$ cat config.mk
export PLATFORM = sky130hd
export DESIGN_NAME = seg_scan_driver_flat
export DESIGN_NICKNAME = d
export VERILOG_FILES = /design/src/rtl/seg_pkg.sv /design/src/rtl/seg_scan_driver_if.sv /design/src/rtl/bcd7seg.sv /design/src/rtl/seg_scan_driver.sv /design/src/flat_wrapper.sv
export SDC_FILE = /design/constraint.sdc
export NUM_CORES = 1
export LEC_CHECK = 0
export CAP_MARGIN = 5
export CORE_MARGIN = 2
export CORE_UTILIZATION = 36
export CTS_BUF_LIST = sky130_fd_sc_hd__clkbuf_16
export DETAILED_ROUTE_END_ITERATION = 10
export PLACE_DENSITY = 0.66
export SLEW_MARGIN = 20
export SYNTH_ARGS = -nofsm -noshare
export SYNTH_HDL_FRONTEND = slang
export SYNTH_SLANG_ARGS = --single-unit
$ cat constraint.sdc
create_clock -name clk -period 2.2 [get_ports clk]
set_clock_uncertainty 0.15 [all_clocks]
set_input_delay 0.44 -clock clk [delete_from_list [all_inputs] [get_ports clk]]
set_output_delay 0.44 -clock clk [all_outputs]
set_load 0.03 [all_outputs]
$ cat src/rtl/seg_pkg.sv
// Shared types and constants for the 2-digit 7-segment scan driver.
// Segment codes are active-low with the decimal point off (bit7=1).
package seg_pkg;

   // Scan phases in frame order
   typedef enum logic [1:0] {
      GAP_T = 2'd0,
      UNIT  = 2'd1,
      GAP_U = 2'd2,
      TEN   = 2'd3
   } state_t;

   localparam logic [7:0] SEG_0     = 8'hC0;
   localparam logic [7:0] SEG_1     = 8'hF9;
   localparam logic [7:0] SEG_2     = 8'hA4;
   localparam logic [7:0] SEG_3     = 8'hB0;
   localparam logic [7:0] SEG_4     = 8'h99;
   localparam logic [7:0] SEG_5     = 8'h92;
   localparam logic [7:0] SEG_6     = 8'h82;
   localparam logic [7:0] SEG_7     = 8'hF8;
   localparam logic [7:0] SEG_8     = 8'h80;
   localparam logic [7:0] SEG_9     = 8'h90;
   localparam logic [7:0] SEG_DASH  = 8'hBF;
   localparam logic [7:0] SEG_BLANK = 8'hFF;

   // Digit enables, active-low: bit0 = units, bit1 = tens
   localparam logic [1:0] SEL_OFF  = 2'b11;
   localparam logic [1:0] SEL_UNIT = 2'b10;
   localparam logic [1:0] SEL_TEN  = 2'b01;

   // Larger of two integers, used to size the shared phase counter
   function automatic int max_int(input int a, input int b);
      return (a > b) ? a : b;
   endfunction

endpackage

$ cat src/rtl/seg_scan_driver_if.sv
// Digit input / display output bundle of the scan driver.
// master: the digit source (drives ten/unit/load, observes the display).
// slave : the scan driver itself.
interface seg_scan_driver_if;
   logic [3:0] ten;
   logic [3:0] unit;
   logic       load;
   logic [1:0] sel;
   logic [7:0] seg;

   modport master (output ten, output unit, output load, input sel, input seg);
   modport slave  (input ten, input unit, input load, output sel, output seg);
endinterface

$ cat src/rtl/bcd7seg.sv
// Combinational BCD to active-low 7-segment decoder (dp off).
// Non-decimal inputs 10..15 render as a dash.
module bcd7seg
   import seg_pkg::*;
(
   input  logic [3:0] digit,
   output logic [7:0] seg
);

   // Digit to segment lookup
   always_comb begin
      seg = SEG_DASH;
      case (digit)
         4'd0:    seg = SEG_0;
         4'd1:    seg = SEG_1;
         4'd2:    seg = SEG_2;
         4'd3:    seg = SEG_3;
         4'd4:    seg = SEG_4;
         4'd5:    seg = SEG_5;
         4'd6:    seg = SEG_6;
         4'd7:    seg = SEG_7;
         4'd8:    seg = SEG_8;
         4'd9:    seg = SEG_9;
         default: seg = SEG_DASH;
      endcase
   end

endmodule

$ cat src/rtl/seg_scan_driver.sv
// Time-multiplexed driver for a 2-digit common-anode 7-segment display.
// Frame: GAP_T -> UNIT -> GAP_U -> TEN, each gap all-off to suppress ghosting.
// Digits are double-buffered: load writes the pending pair, which is copied
// to the display pair only on entry to GAP_T, so a frame never shows a torn
// value. sel/seg are registered and trail the FSM state by one clock.
// Optional macro SEG_LZB_EN: blank the tens digit when it is zero.
module seg_scan_driver
   import seg_pkg::*;
#(
   parameter int SCAN_DIV = 50000,  // cycles each digit is lit, >= 2
   parameter int GAP_CYC  = 500     // all-off cycles between phases, >= 1
)(
   input  logic               clk,
   input  logic               rst,
   seg_scan_driver_if.slave   bus
);

   localparam int CNT_W = $clog2(max_int(SCAN_DIV, GAP_CYC));
   localparam logic [CNT_W-1:0] SCAN_LAST = CNT_W'(SCAN_DIV - 1);
   localparam logic [CNT_W-1:0] GAP_LAST  = CNT_W'(GAP_CYC - 1);

   state_t           state;
   logic [CNT_W-1:0] cnt;
   logic             phase_end;
   logic [3:0]       pend_ten;
   logic [3:0]       pend_unit;
   logic [3:0]       disp_ten;
   logic [3:0]       disp_unit;
   logic [3:0]       digit;
   logic [7:0]       dec_seg;
   logic [1:0]       sel_nxt;
   logic [7:0]       seg_nxt;
   logic [1:0]       sel_q;
   logic [7:0]       seg_q;

   // Last cycle of the current phase: lit phases run SCAN_DIV, gaps GAP_CYC
   always_comb begin
      phase_end = 1'b0;
      if (state == UNIT || state == TEN)
         phase_end = (cnt == SCAN_LAST);
      else
         phase_end = (cnt == GAP_LAST);
   end

   // Only one digit is ever decoded: the one about to be lit
   always_comb begin
      digit = (state == TEN) ? disp_ten : disp_unit;
   end

   bcd7seg u_dec (
      .digit (digit),
      .seg   (dec_seg)
   );

   // Next display drive from the current phase
   always_comb begin
      sel_nxt = SEL_OFF;
      seg_nxt = SEG_BLANK;
      case (state)
         UNIT: begin
            sel_nxt = SEL_UNIT;
            seg_nxt = dec_seg;
         end
         TEN: begin
            sel_nxt = SEL_TEN;
`ifdef SEG_LZB_EN
            // Enable still pulses so the scan timing does not change
            seg_nxt = (disp_ten == 4'd0) ? SEG_BLANK : dec_seg;
`else
            seg_nxt = dec_seg;
`endif
         end
         default: begin
            sel_nxt = SEL_OFF;
            seg_nxt = SEG_BLANK;
         end
      endcase
   end

   // Scan FSM, phase counter and registered display outputs
   always_ff @(posedge clk) begin
      if (rst) begin
         state <= GAP_T;
         cnt   <= '0;
         sel_q <= SEL_OFF;
         seg_q <= SEG_BLANK;
      end else begin
         sel_q <= sel_nxt;
         seg_q <= seg_nxt;
         if (phase_end) begin
            cnt <= '0;
            case (state)
               GAP_T:   state <= UNIT;
               UNIT:    state <= GAP_U;
               GAP_U:   state <= TEN;
               TEN:     state <= GAP_T;
               default: state <= GAP_T;
            endcase
         end else begin
            cnt <= cnt + CNT_W'(1);
         end
      end
   end

   // Double buffer: a load on the GAP_T entry edge lands in pending only,
   // because the display copy sees the pending value from before that edge
   always_ff @(posedge clk) begin
      if (rst) begin
         pend_ten  <= 4'd0;
         pend_unit <= 4'd0;
         disp_ten  <= 4'd0;
         disp_unit <= 4'd0;
      end else begin
         if (bus.load) begin
            pend_ten  <= bus.ten;
            pend_unit <= bus.unit;
         end
         if (state == TEN && phase_end) begin
            disp_ten  <= pend_ten;
            disp_unit <= pend_unit;
         end
      end
   end

   assign bus.sel = sel_q;
   assign bus.seg = seg_q;

endmodule

$ cat src/flat_wrapper.sv
// flat-port wrapper written by rule: the top's interface ports become plain ports
module seg_scan_driver_flat import seg_pkg::*;
#(
   parameter int SCAN_DIV = 50000,                                   
   parameter int GAP_CYC  = 500                                           
)
  (clk, rst, bus_ten, bus_unit, bus_load, bus_sel, bus_seg);
  seg_scan_driver_if bus_i ();
  input  logic clk;
  input  logic rst;
  input wire logic [$bits(bus_i.ten)-1:0] bus_ten;
  input wire logic [$bits(bus_i.unit)-1:0] bus_unit;
  input wire logic [$bits(bus_i.load)-1:0] bus_load;
  output wire logic [$bits(bus_i.sel)-1:0] bus_sel;
  output wire logic [$bits(bus_i.seg)-1:0] bus_seg;
  assign bus_i.ten = bus_ten;
  assign bus_i.unit = bus_unit;
  assign bus_i.load = bus_load;
  assign bus_sel = bus_i.sel;
  assign bus_seg = bus_i.seg;
  seg_scan_driver #(.SCAN_DIV(SCAN_DIV), .GAP_CYC(GAP_CYC)) u_core (.clk(clk), .rst(rst), .bus(bus_i));
endmodule
==> results.py <==
metrics = {
    "worst_setup_path": {
        "required_ns": 2.25,
        "setup.worst_path.start_class": "flop",
        "critPathArrivalTime_ns": 2.12,
        "endpoint_kind": "flop",
        "crit_fanout": 5,
        "worstSetupPathType": "flop to flop",
    },
    "sta": {
        "slew_violations": 0,
        "period_minus_slack_ns": 2.07,
        "tns_ns": 0,
        "slew_headroom": 0.607,
        "setup_viol": 0,
        "timing.fmax_mhz": 483,
        "finalHoldViolCount": 0,
        "worst_pin_slew_ns": 0.586,
        "rsz0062_at_grt": "no",
        "period_share": 0.940,
    },
    "floorplanning": {
        "core-area_sq_mm": 0.00520,
        "io_pins": 21,
        "dieArea_sq_mm": 0.00607,
        "std_cell_rows": 26,
        "die_w_um": 77.9,
        "start_util": 0.378,
        "chipHeight_um": 77.9,
    },
    "global_route": {
        "grt_antenna_before_repair": 0,
        "grt-ovfl-total": 0,
        "grtUsageTotal": 0.134,
        "grt_first_pass_wirelength_um": 6580,
        "grt_pass1_vias": 1436,
        "grt_max_degree": 18,
    },
    "yosys": {
        "syn_nets": 236,
        "yosysSeqAreaShare": 0.437,
        "ys_types": 39,
        "synthCells": 219,
        "avgSynthCellArea_sq_um": 8.99,
        "yosys.area.top_type_share": 0.437,
        "yosysTopAreaCell": "dfxtp_1",
        "syn_area_sq_mm": 0.00197,
        "ys_ff_latch": 43,
        "yosys-top-cells-area": "dfxtp_1 (44%), mux2i_1 (6.6%), nor2_1 (5.0%)",
        "yosysWarnings": 0,
    },
    "final_layout": {
        "layout-drive-gt1-share": 0.0964,
        "area_growth_pct": 24.5,
        "finalInstanceArea_sq_mm": 0.00245,
        "antenna_cells": 0,
        "layout.nets": 265,
    },
    "drt": {
        "drtPass1Iterations": 4,
        "wl_um": 3850,
        "drt_iter0_drc": 48,
        "vias": 1600,
        "viasPerCell": 5.02,
        "drc": 0,
        "antenna_left": 0,
        "wl_per_cell_um": 12.1,
    },
    "power_and_ir_drop": {
        "power_mw": 1.57,
        "swShare": 0.208,
        "p_per_area_mw_per_mm2": 641,
        "comb_power_share": 0.052,
        "clkPwrFrac": 0.438,
        "internal_power_mw": 1.24,
        "peakVddDrop_uv": 423,
        "leakagePower_nw": 0.867,
        "p_switching_uw": 327,
        "seq_power_share": 0.510,
    },
    "place": {
        "hpwl_um": 2770,
        "placed_cell_area_sq_mm": 0.00231,
        "io_buffers": 19,
        "place.gp.congestion": 0.768,
    },
    "status": {
        "outcome": "finished clean",
    },
    "worst_hold_path": {
        "min_path_type": "flop to flop",
    },
    "clock_tree": {
        "cts_root_buf": "clkbuf_16",
        "cts_max_level": 2,
        "cts_tree": "done",
        "cts_sinks": 43,
        "cts_setup_buffers": 0,
        "hold_buffers": 0,
        "cts_inserted_buffers": 5,
        "insertion_delay_ns": 0.28,
        "cts_resized": 0,
        "clockBufferDepth": 2,
        "clk_pin_slew_ns": 0.06,
    },
    "flow_run": {
        "cap_violations": 0,
    },
}
## Yosys cell counts
library cell  number
buf_6              1
nand4b_1           2
mux2_2             2
nor3b_1            1
or4_1              3
o31a_1             1
buf_4              1
nor2_1            26
nand2_1           16
o21ai_0            9
nor4_1             3
a21oi_1           15
dfxtp_1           43
o221ai_1           1
ha_1               6
clkbuf_1           8
buf_2              1
a211o_1            1
mux2i_1           13
o21ai_1            1
xor2_1             2
o31ai_1           11
and3_1             1
nor4bb_1           1
or3_1              4
nor3_1             3
conb_1             1
and2_1             1
o211ai_1           2
o21a_1             1
xnor2_1            9
nor2b_1            1
a21boi_0           1
buf_1              1
nand3_1            4
nand4_1           14
and4_1             2
inv_1              5
o31ai_4            1
## final timing paths
kind         slack [ns]            endpoint          startpoint  cells past startpoint
max                0.13     u_core.state[0]     u_core.state[0]                      4
min                0.32  u_core.disp_ten[1]  u_core.disp_ten[1]                      2
max reg2reg        0.13     u_core.state[0]     u_core.state[0]                      4
min reg2reg        0.32  u_core.disp_ten[1]  u_core.disp_ten[1]                      2
## metrics by stage
step / std cells / hold WS, ns / setup slack [ns] / utilization
final: 319 / 0.316 / 0.132 / 0.471
after global routing: 319 / 0.335 / 0.0213 / 0.471
after CTS: 319 / 0.321 / 0.135 / 0.471
after detailed placement: 311 / 0.313 / 0.152 / 0.444
after global placement: 311 / 0.302 / 0.174 / 0.444
after floorplan: 219 / 0.280 / 0.0317 / -
## sequential cells by signal, summed over array words and instances, names as in the netlist
name	cells
u_core.bus.seg	7
u_core.disp_ten	4
u_core.disp_unit	4
u_core.state	2
u_core.pend_ten	4
u_core.bus.sel	2
u_core.cnt	16
u_core.pend_unit	4
## placed cells by master, fill, tap and decap left out, drive strengths merged, types with 2 or more instances in the layout
cell type       n
nand3           4
o211ai          2
nor2           26
ha              6
a21oi          15
clkdlybuf4s50  19
dfxtp          43
buf            15
nand2          16
or4             3
inv             7
mux2            2
nor4            3
xor2            2
xnor2           9
nor3            3
o31ai          12
clkbuf          5
nand4          14
nand4b          2
mux2i          13
o21ai          10
and4            2
or3             4
## critical path, cell delays in order, from the launching register on
cell and delay, ns:
dfxtp_1 0.35, or4_1 0.56, o31a_1 0.32, or4_1 0.53
o31ai_1 0.07
## power by group through the flow
| stage | Combinational, mW | Clock, mW | Sequential, mW |
|---|---|---|---|
| after global routing | 0.0910 | 0.738 | 0.803 |
| final | 0.0818 | 0.687 | 0.802 |
| after global placement | 0.0810 | 0 | 0.818 |
| after CTS | 0.0828 | 0.712 | 0.801 |
| after floorplan | 0.0475 | 0 | 0.816 |
| after detailed placement | 0.0827 | 0 | 0.818 |
## cell families after synthesis
logic type,Yosys count,share of synthesized area
and+or+nand+nor,82,0.212
AOI/OAI and AO/OA,44,0.145
DFF,43,0.437
buffers and inverters,17,0.0388
muxes,15,0.0776
xor gates and xnor gates,11,0.0490
adders and majority gates,6,0.0381
other,1,0.00191
## layout make-up
type	instances	area (sq um)
sequential	43	861
fill	503	2750
timing repair buffer	34	315
inverter	5	18.8
clock inverter	3	12.5
clock buffer	5	125
multi-input combinational	159	1030
tap	70	87.6
## layer usage
| layer | GRT usage | up-vias | routed length, um |
|---|---|---|---|
| li1 | - | 844 | - |
| met1 | 0.178 | 727 | 1910 |
| met2 | 0.209 | 23 | 1750 |
| met3 | 0.0279 | 6 | 112 |
| met4 | 0.0632 | 0 | 76 |
| met5 | 0 | - | 0 |
Note: power is estimated with default switching activity, not from simulation.
